$ cat config.mk
export PLATFORM = sky130hd
export DESIGN_NAME = uart_rx_core
export DESIGN_NICKNAME = d
export VERILOG_FILES = /design/src/rtl/uart_pkg.sv /design/src/rtl/uart_sync.sv /design/src/rtl/uart_rx_core.sv
export SDC_FILE = /design/constraint.sdc
export NUM_CORES = 1
export LEC_CHECK = 0
export BUFFER_PORTS_ARGS = -buffer_cell sky130_fd_sc_hd__buf_2
export CAP_MARGIN = 20
export CORE_UTILIZATION = 55
export DETAILED_ROUTE_END_ITERATION = 12
export PLACE_DENSITY = 0.76
export SYNTH_ARGS = -nofsm -noshare
export SYNTH_HDL_FRONTEND = slang
export SYNTH_SLANG_ARGS = --single-unit
export TNS_END_PERCENT = 1
$ cat constraint.sdc
create_clock -name clk -period 4.38 [get_ports clk]
set_input_delay 0.657 -clock clk [delete_from_list [all_inputs] [get_ports clk]]
set_output_delay 0.657 -clock clk [all_outputs]
set_load 0.02 [all_outputs]
$ cat src/rtl/uart_pkg.sv
// Shared UART definitions: FSM state encodings and default bit timing.
// Used by both the receive and transmit sides.
package uart_pkg;

    localparam int UART_CLKS_PER_BIT = 868;

    typedef enum logic [2:0] {
        ST_IDLE      = 3'd0,
        ST_START     = 3'd1,
        ST_DATA      = 3'd2,
        ST_STOP      = 3'd3,
        ST_WAIT_IDLE = 3'd4
    } uart_state_t;

endpackage

$ cat src/rtl/uart_sync.sv
// Multi-flop synchronizer for a single asynchronous input bit.
// Latency: SYNC_STAGES cycles; no backpressure (free-running).
// All stages reset to RST_VAL so the output is defined during reset.
module uart_sync #(
    parameter int   SYNC_STAGES = 2,
    parameter logic RST_VAL     = 1'b1
) (
    input  logic clk,
    input  logic reset_b,
    input  logic d_in,
    output logic d_out
);

    logic [SYNC_STAGES-1:0] sync_q;
    logic [SYNC_STAGES-1:0] sync_d;

    always_comb begin
        sync_d = {sync_q[SYNC_STAGES-2:0], d_in};
    end

    always_ff @(posedge clk or negedge reset_b) begin
        if (!reset_b) begin
            sync_q <= {SYNC_STAGES{RST_VAL}};
        end else begin
            sync_q <= sync_d;
        end
    end

    assign d_out = sync_q[SYNC_STAGES-1];

endmodule

$ cat src/rtl/uart_rx_core.sv
// 8N1 UART receiver: oversampled start/data/stop decode into a one-entry output register.
// Latency: byte visible the cycle after the mid-stop-bit sample (plus SYNC_STAGES on the line).
// Backpressure: none; an unacknowledged byte is overwritten and RX_Overrun pulses.
module uart_rx_core
    import uart_pkg::*;
#(
    parameter int CLKS_PER_BIT = UART_CLKS_PER_BIT,
    parameter int SYNC_STAGES  = 2
) (
    input  logic       clk,
    input  logic       reset_b,
    input  logic       RX_Data_in,
    input  logic       RX_Ack,
    output logic [7:0] RX_Data_out,
    output logic       RX_Valid,
    output logic       RX_Frame_Err,
    output logic       RX_Overrun,
    output logic       RX_Busy
);

    localparam int CW = $clog2(CLKS_PER_BIT);
    localparam logic [CW-1:0] HALF_CNT = CW'(CLKS_PER_BIT / 2 - 1);
    localparam logic [CW-1:0] FULL_CNT = CW'(CLKS_PER_BIT - 1);

    logic rx_s;

    uart_state_t   state_q, state_d;
    logic [CW-1:0] cnt_q, cnt_d;
    logic [2:0]    bit_q, bit_d;
    logic [7:0]    shift_q, shift_d;
    logic [7:0]    data_q, data_d;
    logic          valid_q, valid_d;
    logic          ferr_q, ferr_d;
    logic          ovr_q, ovr_d;

    uart_sync #(
        .SYNC_STAGES (SYNC_STAGES),
        .RST_VAL     (1'b1)
    ) u_sync (
        .clk     (clk),
        .reset_b (reset_b),
        .d_in    (RX_Data_in),
        .d_out   (rx_s)
    );

    always_comb begin
        state_d = state_q;
        cnt_d   = cnt_q;
        bit_d   = bit_q;
        shift_d = shift_q;
        data_d  = data_q;
        valid_d = valid_q;
        ferr_d  = 1'b0;
        ovr_d   = 1'b0;

        if (RX_Ack) begin
            valid_d = 1'b0;
        end

        case (state_q)
            ST_IDLE: begin
                cnt_d = '0;
                bit_d = '0;
                if (!rx_s) begin
                    state_d = ST_START;
                end
            end
            ST_START: begin
                if (cnt_q == HALF_CNT) begin
                    cnt_d   = '0;
                    // A start bit that is high again at mid-bit was a glitch.
                    state_d = rx_s ? ST_IDLE : ST_DATA;
                end else begin
                    cnt_d = cnt_q + CW'(1);
                end
            end
            ST_DATA: begin
                if (cnt_q == FULL_CNT) begin
                    cnt_d   = '0;
                    shift_d = {rx_s, shift_q[7:1]};
                    bit_d   = bit_q + 3'd1;
                    if (bit_q == 3'd7) begin
                        state_d = ST_STOP;
                    end
                end else begin
                    cnt_d = cnt_q + CW'(1);
                end
            end
            ST_STOP: begin
                if (cnt_q == FULL_CNT) begin
                    cnt_d = '0;
                    if (rx_s) begin
                        // Ack in the accept cycle frees the slot, so no overrun.
                        data_d  = shift_q;
                        valid_d = 1'b1;
                        ovr_d   = valid_q && !RX_Ack;
                        state_d = ST_IDLE;
                    end else begin
                        ferr_d  = 1'b1;
                        state_d = ST_WAIT_IDLE;
                    end
                end else begin
                    cnt_d = cnt_q + CW'(1);
                end
            end
            ST_WAIT_IDLE: begin
                if (rx_s) begin
                    state_d = ST_IDLE;
                end
            end
            default: begin
                state_d = ST_IDLE;
            end
        endcase
    end

    always_ff @(posedge clk or negedge reset_b) begin
        if (!reset_b) begin
            state_q <= ST_IDLE;
            cnt_q   <= '0;
            bit_q   <= '0;
            shift_q <= '0;
            data_q  <= '0;
            valid_q <= 1'b0;
            ferr_q  <= 1'b0;
            ovr_q   <= 1'b0;
        end else begin
            state_q <= state_d;
            cnt_q   <= cnt_d;
            bit_q   <= bit_d;
            shift_q <= shift_d;
            data_q  <= data_d;
            valid_q <= valid_d;
            ferr_q  <= ferr_d;
            ovr_q   <= ovr_d;
        end
    end

    assign RX_Data_out  = data_q;
    assign RX_Valid     = valid_q;
    assign RX_Frame_Err = ferr_q;
    assign RX_Overrun   = ovr_q;
    assign RX_Busy      = (state_q != ST_IDLE);

endmodule
# Word level (Yosys, flattened, before mapping)
# Cells that the tools add are included.
dict set report totals {
  reg_bits 37
  latchBits 0
  ramBits 0
  mem_bits_ro 0
  in_bits 4
  out_inout_bits 12
  word_cells 59
  memories 0
}
dict set report op_classes {
  n_addsub 2
  n_mul 0
  n_div 0
  magnitude_cmp 0
  eq_ne 13
  shift 0
  mux 24
  bitwise_logic 0
  n_reduce_logical 11
}
# op n
set op_table {}
lappend op_table {{case mux 10 bit (3 select lines)} 1}
lappend op_table {{two-way mux 3 bit} 8}
lappend op_table {{two-way mux 10 bit} 2}
lappend op_table {{case mux 3 bit (5 select lines)} 1}
lappend op_table {{adder 10 x 1 -> 10 bit (second input constant)} 1}
lappend op_table {{== test 10 bit (second input constant)} 1}
lappend op_table {{== test 10 x 9 -> 1 bit (second input constant)} 1}
lappend op_table {{two-way mux 1 bit} 10}
lappend op_table {{inequality test 2 bit (second input constant)} 5}
lappend op_table {{== test 3 x 2 -> 1 bit (second input constant)} 2}
lappend op_table {{== test 3 bit (second input constant)} 2}
lappend op_table {{case mux 3 bit (2 select lines)} 1}
lappend op_table {{AND reduction 6 bit} 1}
lappend op_table {{nonzero test 3 bit} 2}
lappend op_table {{AND reduction 2 bit} 2}
lappend op_table {{adder 3 x 1 -> 3 bit (second input constant)} 1}
lappend op_table {{== test 3 x 1 -> 1 bit (second input constant)} 1}
lappend op_table {{zero test 3 bit} 1}
lappend op_table {{AND reduction 3 bit} 1}
lappend op_table {{two-way mux 2 bit} 1}
lappend op_table {{inequality test 2 x 1 -> 1 bit (second input constant)} 1}
lappend op_table {{nonzero test 2 bit} 1}
lappend op_table {{OR reduction 2 bit} 1}
lappend op_table {{logical AND 1 bit} 1}
lappend op_table {{zero test 1 bit} 1}

# Logic depth before layout (Yosys ltp)
dict set report depth {
  depth_word 5
  mapped_depth 6
  ltp_nobuf 6
}

# By module
# A second synthesis with hierarchy kept.
dict set report unflattened {
  cells_unflattened 156
  area_unflattened_um2 1791.7
}
# module instances cells_per_inst area_each_um2 seq_area_each_um2
set by_module_without_submodules {}
lappend by_module_without_submodules {uart_rx_core 1 154 1739.2 875.8}
lappend by_module_without_submodules {uart_sync 1 2 52.6 52.6}

# Worst setup path after synthesis
# Ideal clock, no wire load.
dict set report synth_timing {
  path_kind {flip-flop to flip-flop}
  start {register cnt_q[0]}
  end {register shift_q[1]}
  setup_ps 125
  t_arrival_ps 1753
  required_ps 4255
  slack_ps 2502
  path_stages_with_launch 7
  path_buffers 1
  period_less_slack_ps 1878
  cell_sequence {dfrtp_1 ha_1 and4b_1 nand4_4 or3_4 buf_6 mux2_4}
}
dict set report synth_between {
  elab_chain_cells 2
}
# element line_no
set synth_rtl {}
lappend synth_rtl {{from (decl)} uart_rx_core.sv:28} ;# logic [CW-1:0] cnt_q, cnt_d;
lappend synth_rtl {{from (signal assigned)} uart_rx_core.sv:129} ;# cnt_q <= cnt_d;
lappend synth_rtl {{== test 10 bit} uart_rx_core.sv:78} ;# if (cnt_q == FULL_CNT) begin
lappend synth_rtl {{AND reduction 2 bit (no line)} n/a}
lappend synth_rtl {{to (signal assigned)} uart_rx_core.sv:131} ;# shift_q <= shift_d;
lappend synth_rtl {{to (decl)} uart_rx_core.sv:30} ;# logic [7:0] shift_q, shift_d;
# Every way passes these cells.
# A chain may end at the register's enable or synchronous reset.

# Worst setup path after layout
dict set report layout_timing {
  start {register state_q[2]}
  end {output port RX_Busy}
}
dict set report layout_between {
  elab_chain_cells 1
}
# element line_no
set layout_rtl {}
lappend layout_rtl {{from (decl)} uart_rx_core.sv:27} ;# uart_state_t state_q, state_d;
lappend layout_rtl {{from (signal assigned)} uart_rx_core.sv:128} ;# state_q <= state_d;
lappend layout_rtl {{nonzero test 3 bit} uart_rx_core.sv:143} ;# assign RX_Busy = (state_q != ST_IDLE);
lappend layout_rtl {{to (decl)} uart_rx_core.sv:18} ;# output logic RX_Busy
# Every way passes these cells.

==> qor.csv <==
metric,value,unit
status,finished clean,
die area,3420,um2
slowest CP cell,dfrtp_1,
Setup TNS,0,ns
"Distinct cells, synth",42,
CTS tree,yes,
GRT Util Overall,19.7,%
Initial Utilization,57.9,%
I/O pin count,16,
CP Max Fanout,26,
main flop type after synthesis,dfrtp_1,
global-route wire length before repair,4.88,mm
fraction of layout instances using a drive strength above 1,27.1,%
Yosys top cell area share,50.0,%
GRT Max-Usage Layer,met2,
P_leak,0.990,nW
DRC,0,
WHS,0.375,ns
Clk Tree Root Cell,clkbuf_4,
non-filler instance count after layout,210,
1st-iter DRT viols,52,
First-pass DRT Iterations,4,
Critical Path Start Type,flop,
synth-to-layout area growth,8.99,%
most common cell in the netlist,dfrtp_1,
Final Core Density,63.1,%
setup ws final,2.08,ns
number of global-route vias before repair,1105,
hold-fix buffer count after cts,0,
via count,1164,
H-tree Lvls,2,
Placer Congestion,0.800,
largest net degree at the start of global routing,38,
final net count,173,
DR WL/cell,13.8,um
crit-path cells,or3_1 -> buf_2,
clock period minus worst slack,2.30,ns
Worst Setup End Kind,primary output,
core area,3030,um2
placed cells,202,
Peak supply drop,123,uV
Final ANT Viol Nets,0,
r2r startpoint,state_q[2],
Die H,58.5,um
placed inst area,1860,um2
met2 Usage GRT,30.4,%
"Design Area, Final",1910,um2
final WL,2.91,mm
Setup Buffers After CTS,0,
"flops & latches, synth",37,
Post-synth EDFFs,0,
largest cells by area after synthesis,"dfrtp_1 50%, mux2_4 6.0%, mux2_2 5.8%, mux2i_1 3.4%, nand2_1 3.4%",
TritonCTS buffer count,5,
Mapped Cells,147,
post-placement setup slack,2.36,ns
post-synth top area cell,dfrtp_1,
Die W,58.5,um
count of final setup violators,0,
# diodes,0,
f_max,0.435,GHz
Post-CTS Resized,0,
period utilisation layout,52.5,%
relative slew slack,48.1,%
Hold Fails Final Rpt,0,
Max Slew Vio Count,0,
Final Total Pwr,0.521,mW
average size of a mapped cell,11.9,um2
CTS sink cnt,37,
"Clk Latency, worst-skew pair",0.34,ns
slew at the pin with the worst max-slew slack,0.778,ns
"Req. time, crit path",3.72,ns
"slowest stage delay, CP",0.64,ns
HP Start,u_sync.sync_q[0],
Worst Path Arrival,1.64,ns
HP Class,reg -> reg,
CTS max path bufs,2,
crit path from,state_q[2],
pwr/cell area,273,nW/um2
"top cells by count, synth","35 x dfrtp_1, 16 x nand2_1, 9 x mux2_2",
Crit Path Category,reg -> out,
# port buffers,15,
Syn Nets,155,
Worst-path clk slew,0.11,ns
"Seq/Total Area, Yosys",53.0,%
total global routing overflow,0,
Cell Rows,20,
routed vias/inst,5.54,
synthesized cell area,1750,um2
Synth Warn #,0,
clock skew,0.00685,ns
initial antenna violation count,0,
asr flop ratio synth,100,%
GR Util met3,4.18,%
HPWL Detailed,2.08,mm
grt met1 use,25.3,%
unrepaired setup endpoints after global routing,false,
number of max-cap violations,0,
## routing by layer
metal	wire length, um	vias up
met2	1400	29
li1	-	564
met3	132	7
met1	1300	564
met4	69	0
met5	0	-
## cell usage in the layout, fill, tap and decap left out, drive strengths merged, types with 2 or more instances in the layout
master	count
nor3	4
or3	4
mux2i	6
a21oi	2
mux2	16
nand2	16
dfstp	2
nor4	2
inv	6
o21ai	2
a22oi	2
nor2	7
nand2b	3
xnor2	2
nor2b	2
a21o	2
nand3	7
clkinv	2
ha	4
dfrtp	35
and3	3
buf	15
clkbuf	6
## worst max-delay path, delay by kind of cell, from the launching register on
family	cells	cell delay, ns
buffers and inverters	1	0.18
DFF	1	0.64
and+or+nand+nor	1	0.48
## area by class of cell
cell class	count	area, um2
fill	258	1120
sequential	37	928
multi-input combinational	100	778
timing repair buffer	15	75.1
tap	44	55.1
clock buffer	6	41.3
inverter	6	22.5
clock inverter	2	10.0
## kinds of logic after synthesis
logic type	share of synthesized area, %
compound gates	7.14
xor+xnor	0.999
mux	15.2
flops	53.0
fa+ha+maj	2.86
simple gates	18.2
buf+inv	2.64
## power breakdown
part / total [mW] / switching [mW] / internal, mW
Combinational: 0.00808 / 0.00670 / 0.00137
Clock: 0.169 / 0.108 / 0.0611
Sequential: 0.344 / 0.000994 / 0.343
## final timing paths
| kind | slack [ns] | to | cells after the start |
|---|---|---|---|
| worst min-delay path | 0.37 | u_sync.sync_q[1] | 0 |
| worst max register to register | 2.31 | cnt_q[2] | 4 |
| worst max-delay path | 2.08 | RX_Busy | 2 |
| worst min register to register | 0.37 | u_sync.sync_q[1] | 0 |
| min in group asynchronous | 0.38 | shift_q[3] | 1 |
| max in group asynchronous | 3.51 | state_q[0] | 1 |
## state kept, by name, summed over array words and instances, names as in the netlist
name,flops
RX_Data_out,8
RX_Frame_Err,1
RX_Overrun,1
RX_Valid,1
bit_q,3
cnt_q,10
shift_q,8
state_q,3
u_sync.sync_q,2
No activity file was read; power rests on OpenSTA's default activity.
